===== src/rtl/cmd_rsp_arbiter.sv =====
// Round-robin arbiter that serialises N_REQ requesters onto one shared command/response server.
// Optional response watchdog with drain of late server responses: define CMD_RSP_ARB_TIMEOUT_EN.
module cmd_rsp_arbiter #(
    parameter int N_REQ   = 4,
    parameter int DATA_W  = 8,
    parameter int TIMEOUT = 255
) (
    input  logic                    clk,
    input  logic                    rst,
    input  logic [N_REQ-1:0]        req_vld,
    output logic [N_REQ-1:0]        req_rdy,
    input  logic [N_REQ*DATA_W-1:0] req_data,
    output logic [N_REQ-1:0]        rsp_vld,
    input  logic [N_REQ-1:0]        rsp_rdy,
    output logic [DATA_W-1:0]       rsp_data,
    output logic                    rsp_err,
    output logic                    srv_cmd_vld,
    input  logic                    srv_cmd_rdy,
    output logic [DATA_W-1:0]       srv_cmd_data,
    input  logic                    srv_rsp_vld,
    output logic                    srv_rsp_rdy,
    input  logic [DATA_W-1:0]       srv_rsp_data
);
    // Every port pair is valid/ready: a beat transfers on a rising edge where both are 1;
    // a producer holds valid and payload stable until that edge.

    localparam int GW = $clog2(N_REQ);

    typedef enum logic [1:0] {IDLE, CMD, RSP, RET} state_t;

    state_t            state, state_nxt;
    logic [GW-1:0]     ptr, grant, winner;
    logic [GW:0]       scan_idx;
    logic              found;
    logic [DATA_W-1:0] cmd_q, rsp_q;
    logic              drain;

`ifdef CMD_RSP_ARB_TIMEOUT_EN
    localparam int TW = $clog2(TIMEOUT + 1);
    logic [TW-1:0] tmo_cnt;
    logic          err_q;
    logic          timeout_hit;

    assign timeout_hit = (state == RSP) && !srv_rsp_vld && (tmo_cnt == TW'(TIMEOUT - 1));
    assign rsp_err     = err_q;
`else
    assign drain   = 1'b0;
    assign rsp_err = 1'b0;
`endif

    // First valid requester at or after ptr, wrapping modulo N_REQ.
    always_comb begin
        found    = 1'b0;
        winner   = '0;
        scan_idx = '0;
        for (int k = 0; k < N_REQ; k++) begin
            scan_idx = {1'b0, ptr} + (GW+1)'(k);
            if (scan_idx >= (GW+1)'(N_REQ)) scan_idx = scan_idx - (GW+1)'(N_REQ);
            if (!found && req_vld[scan_idx[GW-1:0]]) begin
                found  = 1'b1;
                winner = scan_idx[GW-1:0];
            end
        end
    end

    always_ff @(posedge clk) begin
        if (rst) state <= IDLE;
        else     state <= state_nxt;
    end

    always_comb begin
        state_nxt   = state;
        req_rdy     = '0;
        rsp_vld     = '0;
        srv_cmd_vld = 1'b0;
        srv_rsp_rdy = drain;
        case (state)
            IDLE: begin
                if (found) begin
                    req_rdy[winner] = 1'b1;
                    state_nxt       = CMD;
                end
            end
            CMD: begin
                srv_cmd_vld = !drain;
                if (srv_cmd_rdy && !drain) state_nxt = RSP;
            end
            RSP: begin
                srv_rsp_rdy = 1'b1;
                if (srv_rsp_vld) state_nxt = RET;
`ifdef CMD_RSP_ARB_TIMEOUT_EN
                else if (timeout_hit) state_nxt = RET;
`endif
            end
            RET: begin
                rsp_vld[grant] = 1'b1;
                if (rsp_rdy[grant]) state_nxt = IDLE;
            end
            default: state_nxt = IDLE;
        endcase
    end

    always_ff @(posedge clk) begin
        if (rst) begin
            ptr   <= '0;
            grant <= '0;
            cmd_q <= '0;
            rsp_q <= '0;
        end else begin
            if (state == IDLE && found) begin
                cmd_q <= req_data[winner*DATA_W +: DATA_W];
                grant <= winner;
            end
            if (state == RSP && srv_rsp_vld) rsp_q <= srv_rsp_data;
`ifdef CMD_RSP_ARB_TIMEOUT_EN
            else if (timeout_hit) rsp_q <= '0;
`endif
            if (state == RET && rsp_rdy[grant])
                ptr <= (grant == GW'(N_REQ - 1)) ? '0 : grant + 1'b1;
        end
    end

`ifdef CMD_RSP_ARB_TIMEOUT_EN
    // After a timeout the server still owes one response; swallow it before the next command.
    always_ff @(posedge clk) begin
        if (rst) begin
            tmo_cnt <= '0;
            drain   <= 1'b0;
            err_q   <= 1'b0;
        end else begin
            if (state != RSP)      tmo_cnt <= '0;
            else if (!srv_rsp_vld) tmo_cnt <= tmo_cnt + 1'b1;
            if (timeout_hit)                  drain <= 1'b1;
            else if (drain && srv_rsp_vld)    drain <= 1'b0;
            if (timeout_hit)                      err_q <= 1'b1;
            else if (state == RSP && srv_rsp_vld) err_q <= 1'b0;
        end
    end
`endif

    assign srv_cmd_data = cmd_q;
    assign rsp_data     = rsp_q;

endmodule


===== config.mk =====
export PLATFORM = sky130hd
export DESIGN_NAME = cmd_rsp_arbiter
export DESIGN_NICKNAME = d
export VERILOG_FILES = /design/src/rtl/cmd_rsp_arbiter.sv
export SDC_FILE = /design/constraint.sdc
export NUM_CORES = 1
export LEC_CHECK = 0
export BUFFER_PORTS_ARGS = -buffer_cell sky130_fd_sc_hd__clkbuf_2
export CORE_MARGIN = 2
export CORE_UTILIZATION = 46
export DETAILED_ROUTE_END_ITERATION = 8
export PLACE_DENSITY = 0.83
export SLEW_MARGIN = 10
export SYNTH_ARGS = -nofsm -noshare
export SYNTH_HDL_FRONTEND = slang
export SYNTH_SLANG_ARGS = --single-unit

===== constraint.sdc =====
create_clock -name clk -period 3.9 [get_ports clk]
set_input_delay 0.585 -clock clk [delete_from_list [all_inputs] [get_ports clk]]
set_output_delay 0.585 -clock clk [all_outputs]
set_load 0.05 [all_outputs]

=== After elaboration in Yosys (flattened, before gate mapping) ===
Index checks and enable logic that the tools add are counted.

* Bits of input ports: 52
* Output and inout port bits: 27
* Register bits: 22
* Logic and storage cells: 84

* Multiplexer cells: 37
* $add $sub $neg: 8
* Order comparisons: 12
* Equality and inequality tests: 8
* Reductions and logical operators: 13
* Shifts and indexed selects: 1

{| class="wikitable"
|+ Operators by type and width
! kind !! count
|-
| variable part select 32 x 6 -> 8 bit || 1
|-
| 2-to-1 mux 2 bit || 13
|-
| < comparator 2 x 3 -> 1 bit, second input constant || 6
|-
| 2-to-1 mux 1 bit || 13
|-
| 2-to-1 mux 4 bit || 3
|-
| binary-select mux 1 bit (select 2 bit) || 5
|-
| >= comparator 3 bit, second input constant || 3
|-
| logical AND 1 bit || 8
|-
| != test 2 bit, second input constant || 4
|-
| one-hot mux 2 bit (4 select lines) || 1
|-
| subtractor 2 x 1 -> 2 bit, second input constant || 4
|-
| adder 2 x 2 -> 3 bit, second input constant || 2
|-
| equality test 2 bit, second input constant || 3
|-
| demux 1 bit (select 2 bit) || 2
|-
| >= comparator 2 x 1 -> 1 bit, second input constant || 2
|-
| AND reduction 4 bit || 1
|-
| adder 2 x 1 -> 3 bit, second input constant || 1
|-
| >= comparator 2 x 3 -> 1 bit, second input constant || 1
|-
| zero test 1 bit || 3
|-
| adder 2 x 1 -> 2 bit, second input constant || 1
|-
| equality test 2 x 1 -> 1 bit, second input constant || 1
|-
| zero test 2 bit || 1
|}

=== Longest topological paths before layout ===
Gate-level depths: netlist of the first run.

* Word-level depth: 20
* Gate-level depth with buffers: 7
* Gate-level depth less buffers: 7

=== Worst setup path before layout of the first run ===
Ideal clock, no wire load.

* Kind: input to output
* Start point: input port req_vld[2]
* End point: output port req_rdy[0]
* Arrival: 2.213 ns
* Buffers on the path: 1
* Slack: 1.102 ns
* Stages: 5
* Required time: 3.315 ns
* Cells stage by stage: nand2b_1 > a21oi_2 > nor2_8 > buf_12 > nor3_1

* Word-level cells in the longest chain between the ends: 18
* Elaborated cells between the ends (all ways): 29
* Those cells by class: order compare: 2; mux: 20; reduce/logical: 7

{| class="wikitable"
|+ RTL lines
! item !! line !! source
|-
| start: declaration || 10 || <nowiki>input logic [N_REQ-1:0] req_vld,</nowiki>
|-
| binary-select mux 1 bit (select 2 bit) || 59 || <nowiki>if (!found && req_vld[scan_idx[GW-1:0]]) begin</nowiki>
|-
| 2-to-1 mux 1 bit (implied by the code) || 59 ||
|-
| 2-to-1 mux 1 bit || 59 ||
|-
| zero test 1 bit || 59 ||
|-
| logical AND 1 bit || 59 ||
|-
| 2-to-1 mux 1 bit || 59 ||
|-
| zero test 1 bit || 59 ||
|-
| logical AND 1 bit || 59 ||
|-
| (+2 left out) || -- ||
|-
| logical AND 1 bit || 59 ||
|-
| 2-to-1 mux 2 bit || 59 ||
|-
| < comparator 2 x 3 -> 1 bit (implied by the code) or >= comparator 2 x 1 -> 1 bit (tied branches) || 80 || <nowiki>req_rdy[winner] = 1'b1;</nowiki>
|-
| logical AND 1 bit (implied by the code) || 80 ||
|-
| 2-to-1 mux 1 bit (implied by the code) || 80 ||
|-
| demux 1 bit (select 2 bit) || 80 ||
|-
| 2-to-1 mux 4 bit (*) || 79 || <nowiki>if (found) begin</nowiki>
|-
| 2-to-1 mux 4 bit (*) || 77 || <nowiki>case (state)</nowiki>
|-
| end: declaration || 11 || <nowiki>output logic [N_REQ-1:0] req_rdy,</nowiki>
|}

Every way passes the cells marked *; elsewhere a longest branch is shown, timed or not. The select of a mux whose other input is x is not followed.

=== Worst setup path in the final report of the first run ===
* Start point: input port req_vld[0]
* End point: output port req_rdy[3]

The elaborated chain is that of the path after synthesis.

==> impl_metrics.json, run 1 <==
{
  "clk_latency_ns": 0.31,
  "antenna_cells": 0,
  "first_global_vias": 1199,
  "syn2layout_area_growth_pct": 31.51,
  "r2r_slack_ns": 2.11,
  "place_congestion": 0.7781,
  "drtPass1Iterations": 4,
  "crit_chain": "clkbuf_2 > nor4_1 > nand2b_1 > nor3_1 > and2_1 > clkbuf_2",
  "layout.nets": 281,
  "wire_per_inst_um": 12.79,
  "p_leak_uw": 0.0008325,
  "chipWidth_um": 57.77,
  "post_cts_buffers": 0,
  "syn-cell-area_sq_mm": 0.001330,
  "overflow": 0,
  "antenna_left": 0,
  "relSlewSlack_pct": 66.25,
  "cts_num_sinks": 22,
  "cts_hold_buf": 0,
  "fp.coreArea_sq_mm": 0.002758,
  "hold_end": "rsp_data[4]",
  "die-height_um": 57.77,
  "hold_violations": 0,
  "port_buffers": 77,
  "cts_resized": 0,
  "powerDensity_mw_per_mm2": 560.7,
  "die_area_sq_mm": 0.003337,
  "pin_count": 79,
  "maxCapViolations": 0,
  "ir_drop_uv": 409.5,
  "path_clk_slew_ns": 0.13,
  "wirelength_um": 3211,
  "finalCriticalPeriod_ns": 2.736,
  "cp-startpoint": "req_vld[0]",
  "synth_edf_count": 0,
  "hp-start": "rsp_data[4]",
  "final-seq-area_sq_um": 440.4,
  "post-route-period-util_pct": 70.15,
  "cts-root-buf": "clkbuf_4",
  "cts_buffers": 3,
  "use_met1_pct": 24.55,
  "drc_errors": 0,
  "core.rowCount": 19,
  "setup_tns_ns": 0,
  "initial_core_util_pct": 48.23,
  "rr_worst_depth": 6,
  "htreeDepth": 1,
  "fin_cells": 251,
  "grt_util_all_layers_pct": 19.81,
  "worstMarginPinSlew_ns": 0.5062,
  "antenna_found_initial": 0,
  "critPathBufInv": 2,
  "yosysWarnings": 0,
  "cp-start-kind": "primary input",
  "cp_top_family": "simple AND/OR/NAND/NOR gates",
  "worstPathMaxFanout": 14,
  "path_common_cell": "clkbuf_2",
  "setup_viol": 0,
  "timing.fmax_ghz": 0.3655,
  "dpl.hpwl_um": 2497,
  "cp.depth": 6,
  "synth_cell_types": 31,
  "via_per_inst": 5.335,
  "clock_skew_ns": 0.006009,
  "critPathKind": "in -> out",
  "hp-class": "reg -> reg",
  "worst_ep_required_time_ns": 3.31,
  "slowest_stage": "nand2b_1",
  "fillers": 249,
  "dpl.cell_count": 247,
  "whs_path_depth": 2,
  "endpoint_kind": "primary output",
  "status": "completed",
  "ys_ff_latch": 22,
  "cts_buffer_depth": 2,
  "hold_ws_ns": 0.4683,
  "drive_gt1_share_pct": 38.64,
  "multi_input_comb_area_sq_um": 802.0,
  "async_reset_ff_share_pct": 0,
  "cp_data_arrival_time_ns": 2.15,
  "timing.rr.start": "state[0]",
  "syn_avg_cell_area_sq_um": 9.048,
  "grt_pass1_wl_um": 5230,
  "grtUsageMet3_pct": 4.688,
  "busiest_layer": "met2",
  "vias": 1339,
  "crit_path_max_incr_delay_ns": 0.48,
  "synthesis.nets": 207,
  "drv_slew": 0,
  "grt_setup_unrepaired": "false",
  "grt_max_degree": 24,
  "synth_cells": 147,
  "r2r-end": "srv_cmd_data[2]",
  "use_met2_pct": 33.60,
  "ys_seq_area_share_pct": 33.11,
  "first_iter_violations": 44,
  "ys.flop_type": "dfxtp_1",
  "tritoncts": "built"
}
-- report_power, final --
part	switching, uW	internal, uW	total, uW
clock	71.3	104	175
sequential	33.7	272	306
combinational	355	144	500
-- cell type report --
type	instances	area share (%)
Multi-Input combinational cell	109	45.85
Sequential cell	22	25.18
Timing Repair Buffer	77	22.03
Tap cell	31	2.217
Clock inverter	1	1.717
Inverter	8	1.717
Clock buffer	3	1.288
-- metal layers --
layer	vias to the layer above	part of all wire, %
li1	675	-
met4	0	1.4
met1	609	41
met3	6	7.4
met2	49	50
met5	-	0
-- through the flow --
step	total power, uW	util [%]	worst slack (ns)	cell area (sq um)
global placement	806.7	61.52	1.197	1697
floorplan	701.9	-	1.102	1330
finish	980.8	63.43	1.164	1749
detailed placement	813.2	61.52	1.192	1697
CTS	988.0	63.43	1.164	1749
global route	1046	63.43	0.9884	1749
-- registers in the layout (all words and copies together), names as in the netlist --
name,flops
grant,2
state,2
rsp_data,8
srv_cmd_data,8
ptr,2
-- cell usage in the layout, fill, tap and decap left out, drive strengths merged, types with 5 or more instances in the layout --
cell type  synthesis  routed
clkbuf             4      80
nand3b             8       8
ha                 8       8
nor2               5       5
dfxtp             22      22
inv                8       8
nand2             15      15
a21oi             14      14
and2               6       6
nand3              9       9
o221ai             8       8
mux2i             19      19
-- cell families after synthesis --
family / count (synthesis) / share of synthesized area, %
AND/OR/NAND/NOR: 50 / 20.60
other: 1 / 0.2819
flip-flops: 22 / 33.11
adder cells (fa/ha/maj): 8 / 7.526
multiplexers: 20 / 15.99
buffers and inverters: 16 / 6.585
AO/OA/AOI/OAI: 30 / 15.90
-- how the worst max path moves through the flow --
stage	slack (ns)	endpoint
3_5_place_dp	1.19	req_rdy[1]
6_report	1.16	req_rdy[3]
2_1_floorplan	1.10	req_rdy[0]
3_3_place_gp	1.20	req_rdy[1]
5_1_grt	0.99	req_rdy[3]
4_1_cts	1.16	req_rdy[1]
-- tightest hold or removal path: stages (launching register included) --
cell,delay (ns)
dfxtp_1,0.33
nand2_1,0.05
a21oi_1,0.05
-- synth_stat cells, drive strengths merged, types with 2 or more instances --
master / count / area share, %
a21oi: 14 / 5.6
and2: 6 / 2.8
buf: 4 / 3.2
clkbuf: 4 / 1.1
dfxtp: 22 / 33
ha: 8 / 7.5
inv: 8 / 2.3
mux2i: 19 / 14
nand2: 15 / 4.2
nand2b: 2 / 0.94
nand3: 9 / 3.4
nand3b: 8 / 4.5
nor2: 5 / 2.6
nor3: 3 / 1.1
o221ai: 8 / 5.3
o22ai: 3 / 1.9
Power figures use the tool's default switching activity.
==> inputs of run 2 (changes only) <==
--- a/config.mk
+++ b/config.mk
@@ -7,9 +7,9 @@
 export LEC_CHECK = 0
 export BUFFER_PORTS_ARGS = -buffer_cell sky130_fd_sc_hd__clkbuf_2
 export CORE_MARGIN = 2
-export CORE_UTILIZATION = 46
+export CORE_UTILIZATION = 39
 export DETAILED_ROUTE_END_ITERATION = 8
-export PLACE_DENSITY = 0.83
+export PLACE_DENSITY = 0.75
 export SLEW_MARGIN = 10
 export SYNTH_ARGS = -nofsm -noshare
 export SYNTH_HDL_FRONTEND = slang
==> constraint.sdc (replaced) <==
create_clock -name clk -period 2.5 [get_ports clk]
set_input_delay 0.375 -clock clk [delete_from_list [all_inputs] [get_ports clk]]
set_output_delay 0.375 -clock clk [all_outputs]
set_load 0.05 [all_outputs]
==> run 2 against run 1 <==
  * Routed wire length fell by 1.7%
  * Critical path depth fell by 1
  * Clock skew fell by 0.0055 ns
  * Clock-buffer cell count did not move
  * Via count fell by 5.5%
  * Sequential power rose by 55%
  * Utilization fell by 9.8 points
  * Global-route usage fell by 3.4 points
  * Register-to-register slack got worse by 1.3 ns
  * Critical path type is now reg -> out
  * Critical endpoint is now req_rdy[1]
  * Largest cell class unchanged
==> impl_metrics.json, run 2 (synthesis gave the netlist of run 1 again) <==
{
  "status": "completed",
  "wire_per_inst_um": 11.82,
  "grt_setup_unrepaired": "false",
  "place_congestion": 0.7697,
  "hp-class": "in -> reg",
  "initial_core_util_pct": 40.17,
  "grt_pass1_wl_um": 5230,
  "drt-met1-wl_um": 1375,
  "drc_errors": 0,
  "timing.fmax_ghz": 0.4377,
  "r2r_slack_ns": 0.76,
  "die_area_sq_mm": 0.003893,
  "met2WireLength_um": 1604,
  "cts_buffers": 3,
  "maxCapViolations": 0,
  "hold_violations": 0,
  "most-common-layout-cells": "clkbuf_2, dfxtp_1, mux2i_1, nand2_1, a21oi_1",
  "clk_latency_ns": 0.30,
  "vias": 1265,
  "cts_resized": 0,
  "grt_max_degree": 24,
  "multi_input_comb_area_sq_um": 802.0,
  "drv_slew": 0,
  "power.total_uw": 1540,
  "die-height_um": 62.40,
  "port_buffers": 77,
  "setup_viol": 0,
  "wirelength_um": 3156,
  "final-seq-area_sq_um": 440.4,
  "wl_met3_um": 148,
  "drtPass1Iterations": 4,
  "finalCriticalPeriod_ns": 2.285,
  "dpl.hpwl_um": 2500,
  "first_iter_violations": 61,
  "fin_cells": 267,
  "antenna_cells": 0,
  "cp-start-kind": "register",
  "critPathKind": "reg -> out",
  "cts_num_sinks": 22,
  "ir_drop_uv": 492.7,
  "grt_util_all_layers_pct": 16.45,
  "tritoncts": "built",
  "path_clk_slew_ns": 0.12,
  "powerDensity_mw_per_mm2": 867.6,
  "overflow": 0,
  "cts_buffer_depth": 2,
  "pin_count": 79,
  "dpl.cell_count": 263,
  "htreeDepth": 1,
  "final_common_cell": "clkbuf_2",
  "layout.nets": 282,
  "worstPathMaxFanout": 7,
  "antenna_left": 0,
  "first_global_vias": 1177,
  "post-route-period-util_pct": 91.38,
  "drive_gt1_share_pct": 38.91,
  "post_cts_buffers": 0,
  "syn2layout_area_growth_pct": 33.49,
  "endpoint_kind": "primary output",
  "core.rowCount": 21,
  "fp.coreArea_sq_mm": 0.003311,
  "cp_data_arrival_time_ns": 1.91,
  "p_leak_uw": 0.0008373,
  "setup_tns_ns": 0,
  "clock_skew_ns": 0.0005132,
  "antenna_found_initial": 0,
  "cts_hold_buf": 0,
  "route.top_layer_used": "met4",
  "fillers": 331,
  "cts-root-buf": "clkbuf_4",
  "worst_ep_required_time_ns": 2.12,
  "chipWidth_um": 62.40,
  "via_per_inst": 4.738
}
[run 2: final timing paths]
check | startpoint | endpoint | cells past startpoint
worst min register to register | rsp_data[6] | rsp_data[6] | 2
worst min-delay path | srv_rsp_data[6] | rsp_data[6] | 3
worst max register to register | ptr[1] | srv_cmd_data[4] | 5
worst max-delay path | ptr[1] | req_rdy[1] | 5
[run 2: critical path: stages, from the launching register on]
cell	delay [ns]
dfxtp_1	0.48
mux2i_1	0.25
o22ai_2	0.16
nor3_1	0.28
and2_1	0.18
clkbuf_2	0.27
[run 2: stage by stage]
stage          util (%)  cell area, sq um  setup slack (ns)  hold slack [ns]
3_5_place_dp      52.04              1723            0.5991           0.4468
4_1_cts           53.63              1775            0.1855           0.2682
5_1_grt           53.63              1775           0.01716           0.2586
6_report          53.63              1775            0.2155           0.2828
3_3_place_gp      52.04              1723            0.6259           0.4427
2_1_floorplan         -              1330          0.001261           0.4558
[run 2: layout make-up]
| class | count | area share [%] |
|---|---|---|
| flip-flops and latches | 22 | 24.81 |
| inverters | 8 | 1.691 |
| well taps | 46 | 3.242 |
| repair buffers | 78 | 22.13 |
| clock buffers | 3 | 1.269 |
| multi-input cells | 109 | 45.17 |
| clock inverters | 1 | 1.691 |
[run 2: routing by layer]
metal	track usage, %	vias to the layer above
met5	0	-
met4	3.889	0
met3	4.865	4
met2	29.35	31
met1	19.42	556
li1	-	674
[run 2: where the power goes]
group          switching [uW]  total (uW)  leakage, uW  internal, uW
logic                     558         796     0.000630           239
registers                49.0         473     0.000180           424
clock network             109         271    0.0000279           162
total                     716        1540     0.000837           825
==> inputs of run 3 (changes only) <==
--- a/config.mk
+++ b/config.mk
@@ -6,7 +6,8 @@
 export NUM_CORES = 1
 export LEC_CHECK = 0
 export BUFFER_PORTS_ARGS = -buffer_cell sky130_fd_sc_hd__clkbuf_2
-export CORE_MARGIN = 2
+export CORE_ASPECT_RATIO = 1.75
+export CORE_MARGIN = 10
 export CORE_UTILIZATION = 39
 export DETAILED_ROUTE_END_ITERATION = 8
 export PLACE_DENSITY = 0.75
==> run 3 against run 2 <==
  * Cell area barely moved
  * Clock-buffer cell count is 1 higher
  * Die area grew 60%
  * Utilization is 0.24 points lower
  * Critical path depth unchanged
  * Global-route usage fell by 4.3 points
  * Sequential share of layout area barely moved
  * Via count grew 3.6%
  * Fmax grew 6.0%
  * Clock power fell by 8.5%
  * Non-clock buffer count unchanged
  * Largest cell class unchanged
  * Largest power group unchanged
==> impl_metrics.json, run 3 (synthesis gave the netlist of run 1 again) <==
{
  "seqPwrFrac_pct": 31.0,
  "post_cts_buffers": 0,
  "pwr-share-clk_pct": 16.2,
  "setup_tns_ns": 0,
  "whs_path_depth": 3,
  "layout.nets": 282,
  "internal_power_uw": 803.5,
  "fp.coreArea_sq_mm": 0.003328,
  "die-height_um": 97.25,
  "wire_per_inst_um": 14.43,
  "hp-class": "in -> reg",
  "cts-root-buf": "clkbuf_8",
  "worst_ep_required_time_ns": 2.12,
  "p_leak_uw": 0.0008382,
  "status": "completed",
  "clock_skew_ns": 0.001323,
  "r2r-end": "state[1]",
  "die_area_sq_mm": 0.006238,
  "dpl.cell_count": 262,
  "syn2layout_area_growth_pct": 33.58,
  "timing.fmax_ghz": 0.4641,
  "cts_resized": 0,
  "ir_drop_uv": 490.5,
  "use_met1_pct": 11.50,
  "drive_gt1_share_pct": 38.91,
  "chipWidth_um": 64.15,
  "drtPass1Iterations": 4,
  "initial_core_util_pct": 39.96,
  "wirelength_um": 3839,
  "grt_pass1_wl_um": 6320,
  "finalCriticalPeriod_ns": 2.155,
  "cts_buffers": 3,
  "grt_max_degree": 24,
  "cts_num_sinks": 22,
  "first_iter_violations": 31,
  "critPathKind": "reg -> out",
  "hold_ws_ns": 0.3458,
  "antenna_cells": 0,
  "pin_count": 79,
  "clk_latency_ns": 0.25,
  "use_met2_pct": 22.94,
  "final_common_cell": "clkbuf_2",
  "maxCapViolations": 0,
  "hp-start": "srv_rsp_data[4]",
  "fin_area_sq_mm": 0.001777,
  "r2r_slack_ns": 0.74,
  "worstPathMaxFanout": 7,
  "tritoncts": "built",
  "port_buffers": 77,
  "cts_hold_buf": 0,
  "first_global_vias": 1368,
  "most-common-layout-cells": "clkbuf_2, dfxtp_1, mux2i_1, nand2_1, a21oi_1",
  "overflow": 0,
  "switching_share_pct": 47.46,
  "cp-start-kind": "register",
  "hold_violations": 0,
  "dpl.hpwl_um": 3256,
  "busiest_layer": "met2",
  "cts_buffer_depth": 2,
  "htreeDepth": 1,
  "powerDensity_mw_per_mm2": 860.8,
  "fin_cells": 266,
  "hold_end": "rsp_data[4]",
  "grt_util_all_layers_pct": 12.11,
  "grtUsageMet3_pct": 3.349,
  "switchingPower_uw": 725.8,
  "cp_data_arrival_time_ns": 1.78,
  "post-route-period-util_pct": 86.19,
  "antenna_found_initial": 0,
  "antenna_left": 0,
  "path_clk_slew_ns": 0.08,
  "setup_viol": 0,
  "rr_worst_depth": 7,
  "vias": 1311,
  "via_per_inst": 4.929,
  "drc_errors": 0,
  "grt_setup_unrepaired": "false",
  "core.rowCount": 28,
  "place_congestion": 0.7288,
  "power.total_uw": 1529,
  "endpoint_kind": "primary output",
  "drv_slew": 0,
  "placed_cell_area_sq_mm": 0.001722,
  "pwr-share-comb_pct": 52.8,
  "timing.rr.start": "state[0]"
}
-- run 3: changes by cell type in the layout (fill, tap and decap cells not counted), sizes merged --
cell / delta
bufinv: -1
clkbuf: +1
-- run 3: how the worst max path moves through the flow --
| stage | endpoint | slack, ns | depth (start not counted) | startpoint |
|---|---|---|---|---|
| 6_report | req_rdy[1] | 0.35 | 5 | ptr[1] |
| 3_5_place_dp | req_rdy[0] | 0.58 | 6 | req_vld[0] |
| 3_3_place_gp | req_rdy[2] | 0.63 | 6 | req_vld[0] |
| 4_1_cts | req_rdy[1] | 0.34 | 5 | ptr[1] |
| 5_1_grt | req_rdy[3] | 0.19 | 5 | ptr[1] |
| 2_1_floorplan | req_rdy[0] | 0.001 | 6 | ptr[1] |
-- run 3: critical path, stage by stage (launching register included) --
cell and delay (ns):
dfxtp_1 0.44, mux2i_1 0.24, o22ai_2 0.15, nor3_1 0.25, and2_1 0.17, clkbuf_2 0.27
-- run 3: power groups by stage --
| stage | sequential, uW | combinational, uW | clock [uW] |
|---|---|---|---|
| floorplan | 652 | 443 | 0 |
| global placement | 479 | 809 | 0 |
| detailed placement | 483 | 816 | 0 |
| CTS | 475 | 817 | 258 |
| global route | 486 | 874 | 271 |
| finish | 474 | 807 | 248 |
-- run 3: metal layers --
metal | vias up | part of all wire, %
met5 | - | 0
met4 | 0 | 1.8
met3 | 4 | 6.9
met2 | 42 | 56
met1 | 587 | 35
li1 | 678 | -
-- run 3: area by class of cell --
| cell class | instances | area, sq um |
|---|---|---|
| Fill cell | 335 | 1551 |
| Multi-Input combinational cell | 109 | 802.0 |
| Sequential cell | 22 | 440.4 |
| Timing Repair Buffer | 78 | 392.9 |
| Tap cell | 45 | 56.30 |
| Clock buffer | 4 | 55.05 |
| Inverter | 8 | 30.03 |
-- run 3: stage by stage --
step | setup slack [ns] | util [%]
final | 0.3452 | 53.38
after global routing | 0.1929 | 53.38
after CTS | 0.3439 | 53.38
after detailed placement | 0.5797 | 51.73
after global placement | 0.6302 | 51.73
after floorplan | 0.001261 | -
